## config.mk

```make
export PLATFORM = sky130hd
export DESIGN_NAME = instr_loader
export DESIGN_NICKNAME = d
export VERILOG_FILES = /design/src/rtl/loader_pkg.sv /design/src/rtl/instr_loader.sv
export SDC_FILE = /design/constraint.sdc
export NUM_CORES = 1
export LEC_CHECK = 0
export CAP_MARGIN = 5
export CELL_PAD_IN_SITES_DETAIL_PLACEMENT = 0
export CELL_PAD_IN_SITES_GLOBAL_PLACEMENT = 1
export CORE_UTILIZATION = 40
export CTS_CLUSTER_DIAMETER = 200
export CTS_CLUSTER_SIZE = 28
export DETAILED_ROUTE_END_ITERATION = 8
export GPL_TIMING_DRIVEN = 0
export PLACE_DENSITY = 0.81
export RECOVER_POWER = 50
export REMOVE_ABC_BUFFERS = 1
export SLEW_MARGIN = 20
export SYNTH_ARGS = -nofsm -noshare
export SYNTH_HDL_FRONTEND = slang
export SYNTH_SLANG_ARGS = --single-unit
export TNS_END_PERCENT = 1
```

## constraint.sdc

```tcl
create_clock -name clk -period 2.22 [get_ports clk]
set_input_delay 0.222 -clock clk [delete_from_list [all_inputs] [get_ports clk]]
set_output_delay 0.222 -clock clk [all_outputs]
set_load 0.01 [all_outputs]
```

## src/rtl/loader_pkg.sv

```systemverilog
// loader_pkg: shared state type and widths for the instruction loader
package loader_pkg;
  typedef enum logic [2:0] {IDLE, LEN_LO, LEN_HI, W_LO, W_HI, CHK, DONE, ERR} state_t;
  localparam int INSTR_W = 9;
  localparam int LEN_W = 16;
endpackage

```

## src/rtl/instr_loader.sv

```systemverilog
// instr_loader: packs a length-prefixed byte stream into 9-bit words written to instruction memory; LOADER_CHKSUM_EN adds a trailing XOR checksum byte
module instr_loader
  import loader_pkg::*;
#(
  parameter int D = 12
) (
  input  logic               clk,
  input  logic               reset,
  input  logic               start,
  input  logic [7:0]         rx_data,
  input  logic               rx_valid,
  output logic               rx_ready,
  output logic               wr_en,
  output logic [D-1:0]       wr_addr,
  output logic [INSTR_W-1:0] wr_data,
  output logic               busy,
  output logic               done,
  output logic               err
);
  localparam int CW = LEN_W + D + 1;
`ifdef LOADER_CHKSUM_EN
  localparam state_t FIN = CHK;
`else
  localparam state_t FIN = DONE;
`endif
  state_t st, nx;
  logic [7:0] lo;
  logic [LEN_W-1:0] len;
  logic [LEN_W-1:0] n_rx;
  logic [D:0] cnt;
  logic acc, idle, last, bad_hi;
  assign acc = rx_valid && rx_ready;
  assign idle = st inside {IDLE, DONE, ERR};
  assign n_rx = {rx_data, len[7:0]};
  assign last = CW'(cnt) + CW'(1) == CW'(len);
  assign bad_hi = |rx_data[7:1];
`ifdef LOADER_CHKSUM_EN
  logic [7:0] sum;
  // running XOR of every accepted byte, restarted by each new session
  always_ff @(posedge clk or posedge reset)
    if (reset) sum <= '0;
    else if (start && idle) sum <= '0;
    else if (acc) sum <= sum ^ rx_data;
`endif
  // state register
  always_ff @(posedge clk or posedge reset)
    if (reset) st <= IDLE;
    else st <= nx;
  // next-state: advance only on an accepted byte, start only from a quiescent state
  always_comb begin
    nx = st;
    if (start && idle) nx = LEN_LO;
    else if (acc)
      case (st)
        LEN_LO: nx = LEN_HI;
        LEN_HI: nx = n_rx == '0 ? FIN : CW'(n_rx) > (CW'(1) << D) ? ERR : W_LO;
        W_LO:   nx = W_HI;
        W_HI:   nx = bad_hi ? ERR : last ? FIN : W_LO;
`ifdef LOADER_CHKSUM_EN
        CHK:    nx = rx_data == sum ? DONE : ERR;
`endif
        default: nx = st;
      endcase
  end
  // outputs decoded from the registered state, never from rx_valid
  always_comb begin
    rx_ready = st inside {LEN_LO, LEN_HI, W_LO, W_HI, CHK};
    busy = rx_ready;
    done = st == DONE;
    err = st == ERR;
  end
  // length capture, byte pairing and the one-cycle write strobe
  always_ff @(posedge clk or posedge reset)
    if (reset) begin
      lo <= '0;
      len <= '0;
      cnt <= '0;
      wr_en <= 1'b0;
      wr_addr <= '0;
      wr_data <= '0;
    end else begin
      wr_en <= 1'b0;
      if (start && idle) begin
        cnt <= '0;
        wr_addr <= '0;
      end else if (acc) begin
        if (st == LEN_LO) len[7:0] <= rx_data;
        if (st == LEN_HI) len[15:8] <= rx_data;
        if (st == W_LO) lo <= rx_data;
        if (st == W_HI && !bad_hi) begin
          wr_en <= 1'b1;
          wr_data <= {rx_data[0], lo};
          wr_addr <= cnt[D-1:0];
          cnt <= cnt + 1'b1;
        end
      end
    end
endmodule

```

=== Word level (Yosys, flattened, before mapping) ===
Index checks and enable logic that the tools add are counted.

* Flip-flop bits (word level): 62
* Bits of input ports: 12
* Output and inout bits: 26
* Word-level logic and storage cells: 54

* $add $sub $neg: 2
* Magnitude comparators: 1
* Eq/ne operators: 8
* Muxes and demuxes: 16
* Bitwise operators: 1
* Reduce and logical (&&, ||, !) cells: 18

{| class="wikitable"
|+ Operators by type and width
! operator !! number
|-
| two-way mux 13 bit || 3
|-
| two-way mux 12 bit || 3
|-
| two-way mux 3 bit || 6
|-
| equality test 14 x 16 -> 1 bit || 1
|-
| > comparator 16 x 13 -> 1 bit (second input constant) || 1
|-
| zero test 16 bit || 1
|-
| adder 13 x 1 -> 14 bit (second input constant) || 1
|-
| adder 13 x 1 -> 13 bit (second input constant) || 1
|-
| equality test 3 bit (second input constant) || 4
|-
| case mux 3 bit (4 select lines) || 1
|-
| AND reduction 3 bit || 4
|-
| nonzero test 5 bit || 2
|-
| OR reduction 7 bit || 1
|-
| equality test 3 x 2 -> 1 bit (second input constant) || 2
|-
| AND reduction 2 bit || 2
|-
| nonzero test 2 bit || 2
|-
| equality test 3 x 1 -> 1 bit (second input constant) || 1
|-
| logical AND 1 bit || 3
|-
| zero test 3 bit || 1
|-
| two-way mux 1 bit || 3
|-
| nonzero test 3 bit || 1
|-
| zero test 1 bit || 1
|-
| NOT 1 bit || 1
|}

=== Depth between registers and ports, before layout ===
* Depth in word-level cells: 7
* Gate-level depth with buffers: 9

=== Worst setup path after synthesis ===
OpenSTA, ideal clock, no wires.

* Kind: flip-flop to flip-flop
* Start point: register st[0]
* End point: register cnt[7]
* Library setup time: 103 ps
* Arrival: 1798 ps
* Data required time: 2117 ps
* Slack: 318 ps
* Cell stages (with the launch flop): 6
* Path buffers: 2
* Clock period less this slack: 1902 ps
* Cells stage by stage: dfrtp_1 or4_4 or3_1 buf_6 buf_8 o41ai_2

* Word-level cells in the longest chain between the ends: 5

{| class="wikitable"
|+ RTL lines
! item !! RTL line !! source
|-
| start, declared || instr_loader.sv:26 || <nowiki>state_t st, nx;</nowiki>
|-
| start signal, assigned || instr_loader.sv:48 || <nowiki>else st <= nx;</nowiki>
|-
| equality test 3 x 1 -> 1 bit, or another cell as far along || instr_loader.sv:67 || <nowiki>rx_ready = st inside {LEN_LO, LEN_HI, W_LO, W_HI, CHK};</nowiki>
|-
| nonzero test 5 bit or nonzero test 3 bit (tied branches) || instr_loader.sv:67, instr_loader.sv:33 ||
|-
| logical AND 1 bit, on equally long branches || instr_loader.sv:32, instr_loader.sv:83 ||
|-
| nonzero test 2 bit (no source line) || n/a ||
|-
| AND reduction 2 bit (no source line) || n/a ||
|-
| end signal, assigned || instr_loader.sv:94 || <nowiki>cnt <= cnt + 1'b1;</nowiki>
|-
| end, declared || instr_loader.sv:30 || <nowiki>logic [D:0] cnt;</nowiki>
|}

Parallel ways exist; a longest one is shown, timed or not.
A chain may end at the register's enable or synchronous reset.

=== Worst setup path after layout ===
* Start point: input port rx_data[5]
* End point: register cnt[12]

* Word-level cells in the longest chain between the ends: 5

{| class="wikitable"
|+ RTL lines
! item !! RTL line !! source
|-
| start, declared || instr_loader.sv:10 || <nowiki>input logic [7:0] rx_data,</nowiki>
|-
| OR reduction 7 bit || instr_loader.sv:36 || <nowiki>assign bad_hi = |rx_data[7:1];</nowiki>
|-
| zero test 1 bit || instr_loader.sv:90 || <nowiki>if (st == W_HI && !bad_hi) begin</nowiki>
|-
| logical AND 1 bit || instr_loader.sv:90 ||
|-
| nonzero test 2 bit (no source line) || n/a ||
|-
| AND reduction 2 bit (no source line) || n/a ||
|}

No other way between the ends.

==> results.txt <==
----------------------------------------------------
[Critical path]
  Reg-to-reg slack, setup ... 0.09 ns
  Startpoint of the most critical register-to-register path ... st[0]$_DFFE_PP0P_
  Worst setup endpoint ... cnt[12]$_DFFE_PP0P_
  Worst Path Arrival ... approximately 2.4 ns
  Critical path startpoint ... rx_data[5]
  Start-to-end type of the worst setup path ... input pin to register
  Type of destination of the critical path ... register
  Type of element launching the critical path ... input pin
  Top fanout value on the critical path ... 28
  R2R cell count ... 3
  Required time of the worst setup path ... approximately 2.5 ns
  Capture point of the worst reg-to-reg path ... cnt[12]$_DFFE_PP0P_

[Synth]
  Post-synthesis sequential element count ... 62
  Cells taking the most area after synthesis ... dfrtp_1 49%, mux2_2 8.2%, nand2_1 5.9%
  Commonest cells in the netlist ... 62 x dfrtp_1, 50 x nand2_1, 25 x o21ai_0
  Sequential-to-total area share from yosys stat ... between 40% and 50%
  Ys Warns ... 0
  Largest area contributor in the netlist ... dfrtp_1
  Average cell area after synthesis ... between 9 and 10 um^2
  Most common cell in the netlist ... dfrtp_1
  Number of flops mapped to enable cells by yosys ... 0
  Number of distinct standard cells referenced by the synthesized netlist ... 46
  Count of mapped cells out of synthesis ... about 320
  Fraction of post-synthesis cell area in the top cell type by area ... about half
  Cell area after synthesis ... 3172 um^2
  Predominant post-synthesis flop cell ... dfrtp_1
  Synth async-reset ratio ... 100.0%

[CTS]
  Number of buffers created by CTS ... 9
  Largest buffer count on any clock path ... 2
  Clock Sink Count ... between 60 and 70
  Deepest level of the CTS H-tree ... 3
  CTS tree ... yes
  Clock tree root buffer cell ... clkbuf_8
  Clock latency reported for the late side of the worst-skew pair ... between 0.3 and 0.4 ns
  Post-CTS Hold Buffers ... 0
  Reg clk slew, reported paths ... approximately 0.08 ns

[Layout]
  Ratio of cells with drive above 1 in the final layout ... a little under a fifth
  NumNets Final ... 372
  Area growth from synthesis to layout ... 24.58%
  Number of antenna diodes ... 0

[Routing]
  Number of DRC markers after the initial detailed-route iteration ... ~130
  Average wire length per cell after detail routing ... around 16 um
  Ratio of routed vias to standard cells ... 5.528
  Drt first pass iters ... 4
  Via count ... ~2,600
  Remaining DRCs ... 0
  Final routed wirelength across all metal layers ... roughly 7500 um
  DRT antenna net count ... 0

[GRT]
  Global routing usage summed across all routing layers ... about 20%
  Initial antenna violation count ... 0
  Global-route wire length before repair ... 12,700 um
  Pin count of the biggest net entering global routing ... slightly above 40
  GRT overflow ... 0
  Number of global-route vias before repair ... roughly 2,500

[Placed design]
  Placer Congestion ... ~0.87
  Sum of net half-perimeters after detailed placement ... about 5200 um
  Port-buffer cells ... 37

[Timing]
  Worst Tran Pin Value ... ~1.1 ns
  Highest clock rate ... between 400 and 500 MHz
  Ratio of final minimum period to clock period ... between 90% and 100%
  Post-layout minimum cycle time ... roughly 2.1 ns
  Worst relative slew slack ... 28.58%
  Slew Limit Fails ... 0
  Hold Worst Slack ... around 0.37 ns
  Clock Skew ... roughly 0.01 ns
  Final hold violations ... 0
  Unrepaired setup endpoints after global routing ... true
  Setup violators final ... 0

[Pwr]
  Part of the power in registers ... between 40 and 50%
  Largest vdd supply drop ... between 0.5 and 0.6 mV
  Part of the total power dissipated in combinational logic ... 27.9%
  Clock group share of total power ... between 20% and 30%
  Internal power component ... 2639 uW
  Power dissipated by switching net loads ... ~1300 uW
  Leakage power ... between 0.0015 and 0.002 uW
  Switching part of the total ... around 32%
  Power density over the cells ... 985.4 nW/um^2
  Design Power ... 3894 uW

[Floorplanning]
  Chip Height ... ~90 um
  Area of the placeable core ... approximately 7700 um^2
  Area enclosed by the die boundary ... about 8300 um^2
  Die Span X ... a little over 90 um
  I/O pin count ... 38
  Num rows ... 32
  Initial core utilization ... 41.26%

[Status]
  Status ... finished clean

[Min path]
  Hold crit path type ... input pin to register
  Number of instances on the worst hold path ... 2

[Flow run]
  Max-capacitance violation count ... 0

----------------------------------------------------
==> routing by layer <==
layer / global-route usage, % / vias up / routed length [um]
met5: 0 / - / 0
met4: 8.333 / 0 / 116
met1: 26.71 / 1266 / 3455
met3: 4.774 / 11 / 280
li1: - / 1236 / -
met2: 30.30 / 63 / 3615
==> cells by family after synthesis <==
| family | share of synthesized area [%] |
|---|---|
| AO/OA/AOI/OAI | 14.48 |
| XOR/XNOR | 5.247 |
| adder cells (fa/ha/maj) | 0.3944 |
| buffers and inverters | 4.182 |
| flip-flops | 48.92 |
| multiplexers | 8.166 |
| AND/OR/NAND/NOR | 18.62 |
==> critical path: stages <==
cell             delay [ns]
clkdlybuf4s50_1        0.55
or4_4                  0.64
or3_4                  0.54
o41ai_1                0.39
==> placed cells by master, fill, tap and decap left out, types with 3 or more instances in the layout <==
master,Yosys,routed
dfrtp_1,62,59
nor2b_1,3,3
nor2_1,23,21
dfrtp_2,0,3
clkdlybuf4s50_1,0,25
xnor2_1,8,8
dlygate4sd3_1,0,11
a21oi_1,10,10
a22o_1,10,10
o21ai_0,25,25
a31oi_1,6,6
inv_1,7,6
buf_4,1,6
and3_1,3,3
nor3_1,8,6
nor4_2,1,4
o41ai_1,3,3
o31ai_1,3,3
nor4_1,7,3
clkbuf_8,0,11
xor2_1,11,11
and4_1,3,3
nand3_1,8,7
nand2_1,50,50
nand4_1,6,6
mux2_2,23,23
==> state kept, by name, summed over array words and instances (netlist names) <==
signal / count
lo: 8
st: 3
wr_addr: 12
cnt: 13
len: 16
wr_data: 9
wr_en: 1
==> final cells by class <==
class	instances	area, um^2
fillers	723	3736
multi-input cells	234	1559
flip-flops and latches	62	1555
repair buffers	45	449.2
clock buffers	11	151.4
well taps	102	127.6
clock inverters	5	81.33
inverters	7	27.53
==> stage by stage <==
step | utilization, % | setup slack, ns | instance area [um^2] | setup TNS (ns) | cells
2_1_floorplan | - | -0.4008 | 3065 | -7.816 | 303
3_3_place_gp | 46.35 | -1.738 | 3563 | -84.21 | 442
3_5_place_dp | 47.09 | -0.6148 | 3620 | -12.63 | 446
4_1_cts | 50.65 | 0.01933 | 3894 | 0 | 465
5_1_grt | 51.40 | -0.01359 | 3951 | -0.02532 | 466
6_report | 51.40 | 0.08073 | 3951 | 0 | 466
==> worst min path at each step <==
stage | from | endpoint | slack (ns)
6_report | rx_data[1] | len[9]$_DFFE_PP0P_ | 0.37
4_1_cts | reset | wr_data[0]$_DFFE_PP0P_ | 0.19
3_3_place_gp | lo[7]$_DFFE_PP0P_ | wr_data[7]$_DFFE_PP0P_ | 0.45
5_1_grt | rx_data[1] | len[9]$_DFFE_PP0P_ | 0.35
2_1_floorplan | rx_data[0] | wr_data[8]$_DFFE_PP0P_ | 0.33
3_5_place_dp | wr_data[2]$_DFFE_PP0P_ | wr_data[2]$_DFFE_PP0P_ | 0.46
==> power groups by stage <==
stage / logic (uW) / registers, uW / clock network, uW
after detailed placement: 1070 / 1680 / 0
final: 1080 / 1660 / 1140
after floorplan: 784 / 1600 / 0
after global placement: 1010 / 1660 / 0
after global routing: 1210 / 1710 / 1230
after CTS: 1080 / 1660 / 1170
==> repair_timing <==
action,in CTS,in global routing
pin swaps,0,2
endpoints found under the setup margin,26,11
resized for setup,5,12
buffers inserted,3,1
No activity file was read; power rests on OpenSTA's default activity.
